File: config.mk
export PLATFORM = sky130hd
export DESIGN_NAME = ecc_secded_decode_pipe
export DESIGN_NICKNAME = d
export VERILOG_FILES = /design/src/rtl/ecc_secded_decode_pipe.sv
export SDC_FILE = /design/constraint.sdc
export NUM_CORES = 1
export LEC_CHECK = 0
export ABC_AREA = 0
export BUFFER_PORTS_ARGS = -buffer_cell sky130_fd_sc_hd__buf_2
export CORE_ASPECT_RATIO = 2
export CORE_UTILIZATION = 59
export CTS_CLUSTER_SIZE = 20
export DETAILED_ROUTE_END_ITERATION = 6
export PLACE_DENSITY = 0.85
export SLEW_MARGIN = 10
export SYNTH_ARGS = -nofsm -noshare
export SYNTH_HDL_FRONTEND = slang
export SYNTH_SLANG_ARGS = --single-unit
export TNS_END_PERCENT = 10
File: constraint.sdc
create_clock -name clk -period 2.5 [get_ports clk]
set_input_delay 0.25 -clock clk [delete_from_list [all_inputs] [get_ports clk]]
set_output_delay 0.25 -clock clk [all_outputs]
set_load 0.02 [all_outputs]
File: src/rtl/ecc_secded_decode_pipe.sv
// ecc_secded_decode_pipe: 2-stage pipelined Hamming SEC decoder with
// optional DED (define ECC_DED_EN), valid/ready flow and error counters.
// Ports: clk, rst (sync, active high); in_valid/in_ready/in_enc (encoded
// word in); out_valid/out_ready/out_data/out_syndrome/out_sec/out_uncorr
// (decoded word out); clr_cnt, sec_cnt, uncorr_cnt (saturating counters).
module ecc_secded_decode_pipe #(
  parameter int DATA_W = 32,
  parameter int CNT_W  = 16,
  localparam int PAR_W =
    (DATA_W + 4  <= 8)    ? 3 :
    (DATA_W + 5  <= 16)   ? 4 :
    (DATA_W + 6  <= 32)   ? 5 :
    (DATA_W + 7  <= 64)   ? 6 :
    (DATA_W + 8  <= 128)  ? 7 :
    (DATA_W + 9  <= 256)  ? 8 :
    (DATA_W + 10 <= 512)  ? 9 :
    (DATA_W + 11 <= 1024) ? 10 : 11,
  localparam int HW_W  = DATA_W + PAR_W,
`ifdef ECC_DED_EN
  localparam int ENC_W = HW_W + 1
`else
  localparam int ENC_W = HW_W
`endif
) (
  input  logic              clk,
  input  logic              rst,
  input  logic              in_valid,
  output logic              in_ready,
  input  logic [ENC_W-1:0]  in_enc,
  output logic              out_valid,
  input  logic              out_ready,
  output logic [DATA_W-1:0] out_data,
  output logic [PAR_W-1:0]  out_syndrome,
  output logic              out_sec,
  output logic              out_uncorr,
  input  logic              clr_cnt,
  output logic [CNT_W-1:0]  sec_cnt,
  output logic [CNT_W-1:0]  uncorr_cnt
);

  logic              s1_valid_q;
  logic [HW_W-1:0]   s1_raw_q;
  logic [PAR_W-1:0]  s1_syn_q;
  logic              out_valid_q;
  logic [DATA_W-1:0] out_data_q;
  logic [PAR_W-1:0]  out_syn_q;
  logic              out_sec_q;
  logic              out_unc_q;
  logic [CNT_W-1:0]  sec_cnt_q, sec_cnt_d;
  logic [CNT_W-1:0]  unc_cnt_q, unc_cnt_d;

  logic              s1_adv, in_fire, out_fire;
  logic [PAR_W-1:0]  syn_d;
  logic              syn_nz, in_rng, do_fix;
  logic              sec_d, unc_d;
  logic [HW_W-1:0]   fix_d;
  logic [DATA_W-1:0] data_d;

  assign s1_adv   = !out_valid_q || out_ready;
  assign in_ready = !s1_valid_q || s1_adv;
  assign in_fire  = in_valid && in_ready;
  assign out_fire = out_valid_q && out_ready;

  // Syndrome bit k covers every position whose index has bit k set.
  always_comb begin
    syn_d = '0;
    for (int p = 1; p <= HW_W; p++) begin
      for (int k = 0; k < PAR_W; k++) begin
        if (((p >> k) & 1) == 1)
          syn_d[k] = syn_d[k] ^ in_enc[p-1];
      end
    end
  end

  assign syn_nz = |s1_syn_q;
  assign in_rng = syn_nz && (int'(s1_syn_q) <= HW_W);

`ifdef ECC_DED_EN
  logic s1_par_q;
  logic par_d;

  // Overall parity includes the extra parity bit itself.
  assign par_d  = ^in_enc;
  // Odd overall parity means an odd error count: one error is fixable,
  // and syn==0 points at the overall parity bit alone.
  assign do_fix = s1_par_q && in_rng;
  assign sec_d  = s1_par_q && (!syn_nz || in_rng);
  assign unc_d  = syn_nz && !(s1_par_q && in_rng);
`else
  assign do_fix = in_rng;
  assign sec_d  = in_rng;
  assign unc_d  = syn_nz && !in_rng;
`endif

  always_comb begin
    fix_d = s1_raw_q;
    for (int p = 1; p <= HW_W; p++) begin
      if (do_fix && int'(s1_syn_q) == p)
        fix_d[p-1] = ~s1_raw_q[p-1];
    end
  end

  // Data occupies the non-power-of-two positions in ascending order.
  always_comb begin
    int j;
    data_d = '0;
    j = 0;
    for (int p = 1; p <= HW_W; p++) begin
      if ((p & (p - 1)) != 0) begin
        data_d[j] = fix_d[p-1];
        j++;
      end
    end
  end

  always_comb begin
    sec_cnt_d = sec_cnt_q;
    unc_cnt_d = unc_cnt_q;
    if (clr_cnt) begin
      sec_cnt_d = '0;
      unc_cnt_d = '0;
    end else if (out_fire) begin
      if (out_sec_q && sec_cnt_q != '1)
        sec_cnt_d = sec_cnt_q + CNT_W'(1);
      if (out_unc_q && unc_cnt_q != '1)
        unc_cnt_d = unc_cnt_q + CNT_W'(1);
    end
  end

  always_ff @(posedge clk) begin
    if (rst) begin
      s1_valid_q  <= 1'b0;
      s1_raw_q    <= '0;
      s1_syn_q    <= '0;
      out_valid_q <= 1'b0;
      out_data_q  <= '0;
      out_syn_q   <= '0;
      out_sec_q   <= 1'b0;
      out_unc_q   <= 1'b0;
      sec_cnt_q   <= '0;
      unc_cnt_q   <= '0;
    end else begin
      if (in_ready)
        s1_valid_q <= in_valid;
      if (in_fire) begin
        s1_raw_q <= in_enc[HW_W-1:0];
        s1_syn_q <= syn_d;
      end
      if (s1_adv) begin
        out_valid_q <= s1_valid_q;
        if (s1_valid_q) begin
          out_data_q <= data_d;
          out_syn_q  <= s1_syn_q;
          out_sec_q  <= sec_d;
          out_unc_q  <= unc_d;
        end
      end
      sec_cnt_q <= sec_cnt_d;
      unc_cnt_q <= unc_cnt_d;
    end
  end

`ifdef ECC_DED_EN
  always_ff @(posedge clk) begin
    if (rst)
      s1_par_q <= 1'b0;
    else if (in_fire)
      s1_par_q <= par_d;
  end
`endif

  assign out_valid    = out_valid_q;
  assign out_data     = out_data_q;
  assign out_syndrome = out_syn_q;
  assign out_sec      = out_sec_q;
  assign out_uncorr   = out_unc_q;
  assign sec_cnt      = sec_cnt_q;
  assign uncorr_cnt   = unc_cnt_q;

endmodule

==> flow_summary_export.csv, run 1 <==
group,metric,value,unit
sta,fin_crit_sh,77.1,%
finish,finalInstanceArea,0.00641,mm2
synth,async_flop_share,0,%
global_route,grt_first_pass_wirelength,20900,um
worst_setup_path,end_kind,"flip-flop",
job,cap_violations,0,
detailed_routing,routed_wl,12800,um
pwr,switchingPower,1310,uW
sta,setup_tns,0,ns
pwr,switching_share,30.7,%
worst_setup_path,cpPeakStageDelay,0.75,ns
clock_tree,cts_tree,"done",
placement,place_hpwl,9870,um
finish,fillCellCount,685,
sta,finalSetupViolCount,0,
min_path,hold_path_class,"in -> reg",
global_route,track_usage,26.7,%
pwr,p_clk_share,32.4,%
clock_tree,cts_hold_buf,0,
pwr,power_density,664,mW/mm2
placement,place_area,0.00612,mm2
detailed_routing,antenna_left,0,
die,dieArea,0.00975,mm2
clock_tree,h-tree-depth,3,
worst_setup_path,cp_num_buf_inv,0,
placement,pre_cts_slack,0.604,ns
detailed_routing,drc,0,
sta,rsz0062_at_grt,"false",
detailed_routing,drtPass1Iterations,5,
worst_setup_path,crit_top_cell,"nor2_1",
placement,gp_congestion,0.909,
synth,synth_edf_count,0,
worst_setup_path,cp_cell_sequence,"nand4_2 > nor4_4 > nor2_1 > xnor2_1 > nor2_1",
worst_setup_path,cp-start-kind,"flip-flop",
synth,synth_warnings,0,
synth,postSynthAreaPerCell,8.54,um2
detailed_routing,viasPerCell,5.58,
synth,syn_area,0.00551,mm2
synth,ys_seq_elements,112,
pwr,seqPwrFrac,46.8,%
detailed_routing,vias,4726,
sta,max_freq,519,MHz
worst_setup_path,critical_path.top_delay_family,"simple AND/OR/NAND/NOR gates",
clock_tree,cts_resized,0,
pwr,leakagePower,0.00253,uW
finish,fin_cells,847,
die,fp.coreArea,0.00901,mm2
sta,hold_viol,0,
synth,seq_area_frac_synth,40.7,%
placement,portBuffers,116,
global_route,antenna_found_initial,0,
sta,setup_ws,0.572,ns
die,row_count,49,
clock_tree,cts.clk_slew.worst_paths,0.08,ns
die,die_h,139,um
pwr,vdd_drop_max,0.455,mV
worst_setup_path,cp.required,2.72,ns
worst_setup_path,arrival,2.15,ns
pwr,internal_power,2950,uW
global_route,overflow,0,
global_route,grt_pass1_vias,4455,
worst_setup_path,cp_max_fo,10,
sta,maxSlewViolCount,0,
die,num_io_pins,117,
synth,yosysUniqueCellTypes,50,
clock_tree,cts_setup_buffers,0,
worst_setup_path,critical-path-slowest-cell,"nor4_4",
synth,syn_inst,645,
clock_tree,clk_latency,0.35,ns
sta,worst_slew_pin_slew,0.768,ns
synth,syn_nets,690,
run_status,status,"finished, final reports clean",
pwr,comb_power_share,20.9,%
clock_tree,clockRootBuffer,"clkbuf_16",
clock_tree,cts_buffers,9,
finish,fin_nets,785,
detailed_routing,first_iter_violations,191,
sta,slew_headroom,48.4,%
die,die_x,70.3,um
sta,fin_skew,0.00750,ns
clock_tree,cts_sinks,112,
clock_tree,clock_path_buffers,2,
sta,finalCriticalPeriod,1.93,ns
finish,drive_gt1_share,21.3,%
finish,insertedDiodeCount,0,
die,start_util,61.1,%
placement,dp_cells,831,
global_route,grt_max_degree,82,
worst_setup_path,path_class,"reg -> reg",
synth,synth_flop_cell,"dfxtp_1",
detailed_routing,drt-wirelength-per-cell,15.1,um
finish,area_delta_synth_final,16.4,%
## power by group through the flow
| stage | combinational [uW] | sequential, uW | clock, uW |
|---|---|---|---|
| 5_1_grt | 960 | 2000 | 1470 |
| 2_1_floorplan | 615 | 2040 | 0 |
| 3_3_place_gp | 866 | 2020 | 0 |
| 6_report | 889 | 1990 | 1380 |
| 3_5_place_dp | 887 | 2030 | 0 |
| 4_1_cts | 890 | 1990 | 1390 |
## metal layers
metal	vias to the layer above	track usage, %	wire, um
li1	2358	-	-
met1	2182	28.0	4720
met2	171	51.4	7290
met3	15	4.07	584
met4	0	10.0	239
met5	-	0	0
## per-stage QoR
stage	hold slack, ns	power (uW)	utilization (%)
5_1_grt	0.154	4430	71.1
3_3_place_gp	0.445	2890	67.9
4_1_cts	0.147	4270	71.1
2_1_floorplan	0.386	2650	-
3_5_place_dp	0.446	2920	67.9
6_report	0.156	4260	71.1
## state kept, by name, summed over array words and instances, names as in the netlist, 6 cells and up
| register | cells |
|---|---|
| out_data | 32 |
| s1_raw_q | 32 |
| sec_cnt | 16 |
| uncorr_cnt | 16 |
| out_syndrome | 6 |
| s1_syn_q | 6 |
## worst register-to-register path: stages, from the launching register on
cell     delay [ns]
dfxtp_1        0.44
nand4_2        0.20
nor4_4         0.75
nor2_1         0.15
xnor2_1        0.20
nor2_1         0.05
## cells by family (layout without fill, tap and decap cells)
family	Yosys count	count (layout)	share of synthesized area [%]
AO/OA/AOI/OAI	93	93	10.2
XOR/XNOR	112	112	19.8
buffers and inverters	46	146	3.29
flip-flops	112	112	40.7
AND/OR/NAND/NOR	278	278	25.1
multiplexers	2	2	0.364
adder cells (fa/ha/maj)	2	2	0.454
## cell usage in the layout (no fill, tap or decap), types with 7 or more instances in the layout
master	n
o21ai_0	8
clkbuf_16	9
xor2_1	41
xnor3_1	7
xnor2_1	62
dfxtp_1	112
nand4_1	8
nand2_1	114
nor2_1	75
nand3_1	17
a21oi_1	46
inv_1	9
buf_2	116
a211oi_1	32
nor3_1	14
## final timing paths
check / start / endpoint / slack (ns) / cells past startpoint
hold reg to reg: out_syndrome[4]$_SDFFE_PP0P_ / out_syndrome[4]$_SDFFE_PP0P_ / 0.46 / 2
setup reg to reg: uncorr_cnt[3]$_SDFFE_PP0P_ / uncorr_cnt[0]$_SDFFE_PP0P_ / 0.57 / 5
setup / recovery: uncorr_cnt[3]$_SDFFE_PP0P_ / uncorr_cnt[0]$_SDFFE_PP0P_ / 0.57 / 5
hold / removal: in_enc[2] / s1_raw_q[2]$_SDFFE_PP0P_ / 0.16 / 3
## cell usage after synthesis, types with 3 or more instances
cell type / number / area share [%]
nand4_1: 8 / 0.91
inv_1: 9 / 0.61
dfxtp_1: 112 / 41
nand2b_1: 5 / 0.57
or3_1: 5 / 0.57
clkbuf_1: 29 / 2.0
a211oi_1: 32 / 4.4
nor4_4: 3 / 1.2
a21oi_1: 47 / 4.3
xor2_1: 41 / 6.5
nand3b_1: 3 / 0.41
nand3_1: 17 / 1.5
nor2_1: 75 / 5.1
xnor3_1: 7 / 2.9
xnor2_1: 62 / 9.9
nand2_1: 114 / 7.8
nor4_1: 4 / 0.45
nor3_1: 14 / 1.3
nor2b_1: 3 / 0.34
buf_2: 6 / 0.55
o21ai_0: 8 / 0.73
## area by class of cell
class	instances	area [um2]	area share (%)
Timing Repair Buffer	121	631	9.84
Clock inverter	7	62.6	0.976
Clock buffer	9	225	3.51
Multi-Input combinational cell	487	3090	48.2
Tap cell	102	128	1.99
Sequential cell	112	2240	35.0
Inverter	9	33.8	0.527
Power figures use the tool's default switching activity.
==> run 2, diff against run 1 <==
--- a/config.mk
+++ b/config.mk
@@ -8,10 +8,10 @@
 export ABC_AREA = 0
 export BUFFER_PORTS_ARGS = -buffer_cell sky130_fd_sc_hd__buf_2
 export CORE_ASPECT_RATIO = 2
-export CORE_UTILIZATION = 59
+export CORE_UTILIZATION = 55
 export CTS_CLUSTER_SIZE = 20
 export DETAILED_ROUTE_END_ITERATION = 6
-export PLACE_DENSITY = 0.85
+export PLACE_DENSITY = 0.8
 export SLEW_MARGIN = 10
 export SYNTH_ARGS = -nofsm -noshare
 export SYNTH_HDL_FRONTEND = slang
==> constraint.sdc (replaced) <==
create_clock -name clk -period 2 [get_ports clk]
set_input_delay 0.2 -clock clk [delete_from_list [all_inputs] [get_ports clk]]
set_output_delay 0.2 -clock clk [all_outputs]
set_load 0.02 [all_outputs]
==> run 2 against run 1 <==
  * Setup slack worse by 0.43 ns
  * Combinational power increased by 32%
  * Critical path type unchanged
  * Largest cell class unchanged
  * Routed wire length grew 3.9%
==> flow_summary_export.csv, run 2 (synthesis gave the netlist of run 1 again) <==
group,metric,value,unit
run_status,status,"finished, final reports clean",
worst_setup_path,cp_max_fo,9,
detailed_routing,viasPerCell,5.40,
finish,insertedDiodeCount,0,
sta,maxSlewViolCount,0,
clock_tree,cts_sinks,112,
sta,worst_slew_pin_slew,0.629,ns
finish,drive_gt1_share,22.3,%
sta,finalSetupViolCount,0,
sta,setup_tns,0,ns
die,die_h,144,um
sta,slew_headroom,58.1,%
sta,fin_crit_sh,92.7,%
detailed_routing,vias,4792,
sta,rsz0062_at_grt,"false",
placement,portBuffers,116,
worst_setup_path,cp.required,2.21,ns
finish,fillCellCount,841,
detailed_routing,antenna_left,0,
worst_setup_path,arrival,2.06,ns
clock_tree,cts_hold_buf,0,
finish,fin_nets,795,
finish,area_delta_synth_final,18.2,%
die,die_x,72.8,um
die,row_count,51,
clock_tree,clock_path_buffers,2,
worst_setup_path,end_kind,"flip-flop",
placement,place_hpwl,10400,um
clock_tree,cts_tree,"done",
pwr,power_density,813,mW/mm2
die,dieArea,0.0104,mm2
global_route,grt_first_pass_wirelength,21300,um
job,cap_violations,0,
pwr,vdd_drop_max,0.535,mV
global_route,antenna_found_initial,0,
die,start_util,56.8,%
sta,finalCriticalPeriod,1.85,ns
clock_tree,clockRootBuffer,"clkbuf_16",
finish,fin_cells,887,
worst_setup_path,path_class,"reg -> reg",
sta,max_freq,540,MHz
finish,final_cell_mix,"buf_2, nand2_1, dfxtp_1",
global_route,grt_max_degree,57,
clock_tree,clk_latency,0.34,ns
die,num_io_pins,117,
global_route,overflow,0,
detailed_routing,drt-wirelength-per-cell,15.0,um
global_route,track_usage,26.6,%
detailed_routing,drc,0,
detailed_routing,drtPass1Iterations,7,
clock_tree,cts.clk_slew.worst_paths,0.07,ns
pwr,leakagePower,0.00258,uW
sta,hold_viol,0,
placement,dp_cells,871,
detailed_routing,routed_wl,13300,um
clock_tree,cts_buffers,9,
placement,gp_congestion,0.918,
sta,fin_skew,0.00562,ns
clock_tree,h-tree-depth,3,
die,fp.coreArea,0.00970,mm2
worst_setup_path,cp-start-kind,"flip-flop",
min_path,hold_path_class,"in -> reg",
detailed_routing,first_iter_violations,240,
global_route,grt_pass1_vias,4625,
finish,final_common_cell,"buf_2",
## run 2: changes by cell type in the layout (fill, tap and decap cells not counted), sizes merged
cell      previous run  this run
buf                121       131
clkbuf               9        12
clkinv               3         4
clkinvlp             1         0
inv                 12         9
## run 2: per-layer routing
metal	GRT usage [%]	share of wire [%]	up-vias
met5	0	0	-
met4	15.1	3.9	0
met3	4.42	4.5	42
met2	49.9	55	169
met1	26.7	37	2202
li1	-	-	2379
## run 2: where the power goes
group	internal (uW)	switching [uW]
Sequential	2360	123
Combinational	503	669
Clock	872	764
## run 2: layout make-up
class	count	area, um2	area share (%)
inverter	9	33.8	0.519
tap	132	165	2.54
clock inverter	4	20.0	0.308
multi-input combinational	487	3090	47.5
clock buffer	12	246	3.79
timing repair buffer	131	706	10.8
sequential	112	2240	34.5
## run 2: path summary, 6_finish.rpt
kind	cells past startpoint	slack, ns	end	start
max reg2reg	7	0.15	uncorr_cnt[3]$_SDFFE_PP0P_	uncorr_cnt[0]$_SDFFE_PP0P_
min	3	0.12	s1_raw_q[8]$_SDFFE_PP0P_	in_enc[8]
min reg2reg	2	0.45	out_syndrome[4]$_SDFFE_PP0P_	out_syndrome[4]$_SDFFE_PP0P_
max	7	0.15	uncorr_cnt[3]$_SDFFE_PP0P_	uncorr_cnt[0]$_SDFFE_PP0P_
## run 2: critical path: stages (launching register included)
cell and delay, ns:
dfxtp_1 0.35, ha_1 0.25, nand3_1 0.14, nor4_4 0.06
buf_4 0.18, nor4b_1 0.47, xnor2_1 0.19, nor2_1 0.07
## run 2: stage by stage
step	power (uW)	setup slack (ns)	hold slack, ns	utilization, %	instance area [um2]
after floorplan	3320	0.212	0.336	-	5510
after global placement	3670	0.202	0.444	64.3	6230
after CTS	5320	0.137	0.110	67.0	6500
after global routing	5530	0.0328	0.121	67.1	6510
after detailed placement	3700	0.144	0.445	64.3	6230
final	5290	0.147	0.121	67.1	6510
## run 2: timing repair
action,in CTS,in global routing
setup buffers,0,0
endpoints found under the hold margin,0,0
setup endpoints to repair,0,1
resized for setup,0,1
